==> src/rtl/alu_issue_ctrl.sv <==
// alu_issue_ctrl: request/response sequencer in front of the 32-bit ALU.
// Define OVF_TRAP_EN to turn signed overflow on ADD/SUB/MOVE into a trap.
module alu_issue_ctrl #(
  parameter int unsigned SETTLE_CYCLES = 1
) (
  input  logic        clk,
  input  logic        rst_n,
  input  logic        req_valid,
  output logic        req_ready,
  input  logic [3:0]  req_op,
  input  logic [31:0] req_a,
  input  logic [31:0] req_b,
  output logic [2:0]  alu_command,
  output logic [31:0] alu_operandA,
  output logic [31:0] alu_operandB,
  input  logic [31:0] alu_result,
  input  logic        alu_carryout,
  input  logic        alu_zero,
  input  logic        alu_overflow,
  output logic        rsp_valid,
  input  logic        rsp_ready,
  output logic [31:0] rsp_result,
  output logic [2:0]  rsp_flags,
  output logic        rsp_taken,
  output logic        rsp_err,
  output logic        rsp_trap
);

  localparam logic [3:0] OP_ADD  = 4'd0;
  localparam logic [3:0] OP_SUB  = 4'd1;
  localparam logic [3:0] OP_BEQ  = 4'd8;
  localparam logic [3:0] OP_BNE  = 4'd9;
  localparam logic [3:0] OP_MOVE = 4'd10;
  localparam logic [2:0] CMD_ADD = 3'd0;
  localparam logic [2:0] CMD_SUB = 3'd1;

  localparam logic [3:0] CNT_INIT =
    4'(SETTLE_CYCLES - 1);

  typedef enum logic [1:0] {
    IDLE  = 2'd0,
    DRIVE = 2'd1,
    RESP  = 2'd2
  } state_t;

  state_t      state;
  logic [3:0]  cnt;
  logic [3:0]  op_q;

  logic [2:0]  dec_cmd;
  logic [31:0] dec_a;
  logic [31:0] dec_b;

  always_comb begin
    dec_cmd = CMD_ADD;
    dec_a   = req_a;
    dec_b   = req_b;
    unique case (1'b1)
      (req_op < OP_BEQ):
        dec_cmd = req_op[2:0];
      (req_op == OP_BEQ),
      (req_op == OP_BNE):
        dec_cmd = CMD_SUB;
      (req_op == OP_MOVE):
        dec_b = '0;
      default: begin
        dec_a = '0;
        dec_b = '0;
      end
    endcase
  end

  logic [31:0] smp_result;
  logic [2:0]  smp_flags;
  logic        smp_taken;
  logic        smp_err;
  logic        smp_trap;

  always_comb begin
    smp_result = alu_result;
    smp_flags  = {alu_overflow, alu_carryout, alu_zero};
    smp_taken  = 1'b0;
    smp_err    = 1'b0;
    smp_trap   = 1'b0;
    unique case (1'b1)
      (op_q == OP_BEQ):
        smp_taken = alu_zero;
      (op_q == OP_BNE):
        smp_taken = ~alu_zero;
      (op_q > OP_MOVE): begin
        smp_result = '0;
        smp_flags  = '0;
        smp_err    = 1'b1;
      end
      default: ;
    endcase
`ifdef OVF_TRAP_EN
    // Branch compares use SUB too but must never trap.
    if ((op_q == OP_ADD || op_q == OP_SUB ||
         op_q == OP_MOVE) && alu_overflow) begin
      smp_trap   = 1'b1;
      smp_result = '0;
    end
`endif
  end

  always_ff @(posedge clk or negedge rst_n) begin
    if (!rst_n) begin
      state        <= IDLE;
      cnt          <= '0;
      op_q         <= '0;
      req_ready    <= 1'b1;
      alu_command  <= CMD_ADD;
      alu_operandA <= '0;
      alu_operandB <= '0;
      rsp_valid    <= 1'b0;
      rsp_result   <= '0;
      rsp_flags    <= '0;
      rsp_taken    <= 1'b0;
      rsp_err      <= 1'b0;
      rsp_trap     <= 1'b0;
    end else begin
      unique case (state)
        IDLE: begin
          if (req_valid) begin
            op_q         <= req_op;
            alu_command  <= dec_cmd;
            alu_operandA <= dec_a;
            alu_operandB <= dec_b;
            cnt          <= CNT_INIT;
            req_ready    <= 1'b0;
            state        <= DRIVE;
          end
        end
        DRIVE: begin
          if (cnt == '0) begin
            rsp_result <= smp_result;
            rsp_flags  <= smp_flags;
            rsp_taken  <= smp_taken;
            rsp_err    <= smp_err;
            rsp_trap   <= smp_trap;
            rsp_valid  <= 1'b1;
            state      <= RESP;
          end else begin
            cnt <= cnt - 4'd1;
          end
        end
        RESP: begin
          if (rsp_ready) begin
            rsp_valid <= 1'b0;
            req_ready <= 1'b1;
            state     <= IDLE;
          end
        end
        default: begin
          state     <= IDLE;
          req_ready <= 1'b1;
          rsp_valid <= 1'b0;
        end
      endcase
    end
  end

endmodule

==> config.mk <==
export PLATFORM = sky130hd
export DESIGN_NAME = alu_issue_ctrl
export DESIGN_NICKNAME = d
export VERILOG_FILES = /design/src/rtl/alu_issue_ctrl.sv
export SDC_FILE = /design/constraint.sdc
export NUM_CORES = 1
export LEC_CHECK = 0
export BUFFER_PORTS_ARGS = -buffer_cell sky130_fd_sc_hd__buf_4
export CAP_MARGIN = 20
export CORE_MARGIN = 2
export CORE_UTILIZATION = 47
export DETAILED_ROUTE_END_ITERATION = 10
export GPL_TIMING_DRIVEN = 0
export MAX_ROUTING_LAYER = met4
export PLACE_DENSITY_LB_ADDON = 0.12
export SKIP_CTS_REPAIR_TIMING = 1
export SLEW_MARGIN = 20
export SYNTH_ARGS = -nofsm -noshare
export SYNTH_HDL_FRONTEND = slang
export SYNTH_SLANG_ARGS = --single-unit
==> constraint.sdc <==
create_clock -name clk -period 2.15 [get_ports clk]
set_input_delay 0.3225 -clock clk [delete_from_list [all_inputs] [get_ports clk]]
set_output_delay 0.3225 -clock clk [all_outputs]
set_load 0.05 [all_outputs]
After elaboration in Yosys (flattened, before gate mapping)
Cells that the tools add are included.

Bitwise logic cells: 3. $lt $le $gt $ge: 2. $add $sub $neg: 1. Equality and inequality tests: 11. Reduce and logical (&&, ||, !) cells: 12. Muxes and demuxes: 20.

Operators with widths (count): 2-to-1 mux 32 bit (3); equality test 4 bit, second input constant (5); AND reduction 3 bit (4); 2-to-1 mux 4 bit (2); != test 2 bit, second input constant (4); case mux 4 bit (2 select lines) (1); 2-to-1 mux 2 bit (3); case mux 1 bit (3 select lines) (2); case mux 2 bit (3 select lines) (1); case mux 3 bit (2 select lines) (1); 2-to-1 mux 1 bit (5); greater-than comparator 4 bit, second input constant (1); logical NOT 4 bit (1); < comparator 4 bit, second input constant (1); AND reduction 2 bit (2); OR reduction 4 bit (1); subtractor 4 x 1 -> 4 bit, second input constant (1); 2-to-1 mux 3 bit (1); NOT 1 bit (3); OR reduction 3 bit (1); equality test 2 x 1 -> 1 bit, second input constant (1); equality test 2 bit, second input constant (1); logical NOT 2 bit (1); case mux 1 bit (2 select lines) (1); other kinds (2) (2).

Output and inout port bits: 107. Bits of input ports: 107. Logic and storage cells: 61. Bits in registers: 116.

Logic depth before layout (Yosys ltp)
Word-level depth: 3. Depth in mapped cells: 7. Mapped depth without buffers: 5.

Worst setup path after synthesis
No wires, ideal clock.

Path type: register -> register. From: reg cnt[0]. To: reg rsp_result[10]. Buffers on the path: 2. Stages on the path, launching flop included: 8. Arrival: 1553 ps. Required time: 2029 ps. Library setup time: 121 ps. Path slack: 476 ps. Clock period less this slack: 1674 ps. Path through: dfrtp_1 > inv_1 > ha_1 > nor4b_4 > nand2_2 > buf_6 > buf_6 > a22o_1.

Longest elaborated chain between the ends: 2.

RTL lines: start, declared (line 47) `logic [3:0] cnt;`; start signal, assigned (line 145) `cnt <= cnt - 4'd1;`; logical NOT 4 bit (line 136) `if (cnt == '0) begin`; AND reduction 2 bit (no line); end signal, assigned (line 137) `rsp_result <= smp_result;`; end, declared (line 22) `output logic [31:0] rsp_result,`.

Every way passes these cells. A chain may end at the register's enable or synchronous reset.

Worst setup path in the final report
Ends and elaborated chain as after synthesis.

==> out/qor.json <==
{
  "outcome": "complete, no violations",
  "detailedRoute.firstIterationViolations": 183,
  "worst-setup-path-type": "reg2reg",
  "num_rows": 36,
  "gp_routability_congestion": 0.759,
  "initial_utilization_pct": 48.4,
  "wire_length_of_the_first_global_routing_pass_mm": 20.7,
  "max_cap_viol_count": 0,
  "timing.setup.tns_ns": 0,
  "final_min_period_over_clock_period_pct": 89.1,
  "fp.coreArea_um2": 9730,
  "grt_overflow_total": 0,
  "synth-seq-area-share_pct": 61.7,
  "dpl.cell_count": 765,
  "tightestPinTransition_ns": 0.553,
  "async_reset_ff_share_pct": 100,
  "syn2layout_area_growth_pct": 53.3,
  "syn-mean-instance-area_um2": 11.2,
  "finish.utilization_pct": 74.2,
  "worst_slew_margin_pct": 63.1,
  "io-pin-count": 214,
  "cts-root-buf": "clkbuf_8",
  "timing.critical_path.required_ns": 2.60,
  "die_area_um2": 10800,
  "routed-via-count": 4132,
  "slowest_delay_ns": 0.40,
  "finalInstanceArea_um2": 7220,
  "antenna_cells_inserted": 0,
  "die-height_um": 104,
  "power_leakage_uw": 0.00379,
  "max-vdd-ir-drop_uv": 1160,
  "drt-pass1-iter-count": 4,
  "worst_setup_path_start_kind": "flop",
  "synth_area_leader": "dfrtp_1",
  "drt-vias-per-instance": 5.13,
  "clkTransAtPathRegs_ns": 0.05,
  "power-per-cell-area_nw_per_um2": 1970,
  "final-instance-count-excl-fill": 806,
  "detailed_place.area_um2": 6500,
  "cts_max_level": 4,
  "final_antenna_net_count": 0,
  "cp_top_family": "buffers and inverters",
  "grt_start_max_net_pins": 60,
  "finalWorstPathRequiredPeriod_ns": 1.92,
  "drt_wl_total_mm": 12.8,
  "post_synth_instance_area_um2": 4710,
  "critical_path.n_buffers_inverters": 3,
  "hp-class": "in2reg",
  "clk-insertion-delay-late_ns": 0.52,
  "design.final.nets": 768,
  "ys_top_cells_by_area": "dfrtp_1 61%, a22o_1 12%, nand2_1 7.3%",
  "total_power_uw": 14200,
  "synth_cells": 419,
  "timing.critical_path.to_type": "flop",
  "tritoncts": "yes",
  "rr_worst_depth": 7,
  "number_of_distinct_standard_cells_referenced_by_the_synthesized_netlist": 35,
  "drv_slew": 0,
  "crit_path_cell_trace": "inv_1 > ha_1 > nor4b_4 > buf_4 > clkbuf_1 > and3_1 > a22o_1",
  "finalHoldViolCount": 0,
  "synth_edf_count": 0,
  "number_of_global_route_vias_before_repair": 4118,
  "postSynthRegisterBits": 116,
  "antenna_found_initial": 0,
  "final.setup_skew_ns": 0.00628,
  "worst_ep_arrival_time_ns": 2.36,
  "cts.sinks": 116,
  "ys.flop_type": "dfrtp_1",
  "setup_violations": 0,
  "detail_route.wl_per_cell_um": 15.9,
  "synth_top_cells_by_count": "115 x dfrtp_1, 92 x nand2_1, 67 x a22o_1",
  "drive_gt1_share_pct": 40.1,
  "worst-path-max-fanout": 10,
  "grt.total_usage_pct": 24.7,
  "timing.hold.worst_path_depth": 2,
  "numCtsBuffers": 17,
  "ys_warn_count": 0,
  "drc": 0,
  "synth_fp_nets": 527,
  "rsz_0062_raised_after_global_routing": "no",
  "cts-root-to-sink-buffers": 2,
  "dp_hpwl_mm": 8.89,
  "worstSetupPathDepth": 7,
  "placement.io_buffers": 212,
  "share_of_the_synthesized_area_in_the_top_cell_type_pct": 61.1,
  "post-synth-top-count-cell": "dfrtp_1",
  "die_width_um": 104,
  "slowest_stage": "dfrtp_1",
  "maxClockFrequency_mhz": 522
}
==> cells by family after synthesis <==
| logic type | Yosys count | share of synthesized area (%) |
|---|---|---|
| AOI/OAI and AO/OA | 108 | 17.2 |
| buffers and inverters | 39 | 4.30 |
| DFF | 116 | 61.7 |
| adders and majority gates | 1 | 0.266 |
| and+or+nand+nor | 149 | 15.4 |
| xor gates and xnor gates | 1 | 0.186 |
| muxes | 4 | 0.877 |
| other | 1 | 0.0796 |
==> cell type report <==
| class | instances | area (µm²) |
|---|---|---|
| Sequential cell | 116 | 2900 |
| Fill cell | 719 | 2510 |
| Timing Repair Buffer | 222 | 1710 |
| Multi-Input combinational cell | 264 | 1600 |
| Clock buffer | 23 | 487 |
| Buffer | 36 | 191 |
| Tap cell | 133 | 166 |
| Clock inverter | 9 | 148 |
| Inverter | 3 | 11.3 |
==> placed cells by master, fill, tap and decap left out, types with 2 or more instances in the layout <==
master	count
a21oi_1	2
nand3b_1	2
clkbuf_8	6
buf_6	6
nand2_1	92
clkinv_2	4
nor3_1	3
nor3b_1	3
nor2_1	3
and3_1	35
mux2i_1	3
bufinv_16	4
buf_4	214
clkbuf_1	19
a22o_1	67
clkbuf_16	16
nand2b_1	2
dfrtp_1	115
buf_2	12
dlygate4sd3_1	7
nor2b_1	2
o21ai_0	34
inv_1	3
==> power breakdown <==
group | internal [µW] | leakage (µW) | switching, µW
combinational | 2410 | 0.00199 | 5010
clock | 2030 | 0.000314 | 965
sequential | 3200 | 0.00148 | 622
==> final timing paths <==
kind | start | end | slack (ns)
worst max-delay path | cnt[0] | rsp_result[10] | 0.23
worst min-delay path | req_b[8] | alu_operandB[8] | 0.02
worst max register to register | cnt[0] | rsp_result[10] | 0.23
worst min register to register | alu_command[1] | alu_command[1] | 0.48
max in group asynchronous | rst_n | alu_operandB[1] | 1.14
min in group asynchronous | rst_n | rsp_result[30] | 0.34
==> routing by layer <==
| metal | track usage (%) | up-vias | wire length (µm) |
|---|---|---|---|
| met5 | - | - | 0 |
| met4 | 7.24 | 0 | 138 |
| li1 | - | 1955 | - |
| met3 | 6.77 | 15 | 756 |
| met1 | 31.2 | 2013 | 5340 |
| met2 | 39.4 | 149 | 6590 |
==> state kept, by name (all words and copies together) (netlist names) <==
name and flops:
rsp_flags 3, rsp_valid 1, rsp_err 1, op_q 4, alu_operandA 32, alu_command 3
rsp_taken 1, cnt 4, alu_operandB 32, state 2, rsp_result 32, req_ready 1
==> metrics by stage <==
step | setup slack, ns | hold slack, ns
after floorplan | 0.476 | 0.0269
after global placement | 0.231 | 0.456
after detailed placement | 0.129 | 0.322
after CTS | 0.120 | -0.229
after global routing | 0.0702 | 0.000742
final | 0.234 | 0.0184
Note: power is estimated with default switching activity, not from simulation.
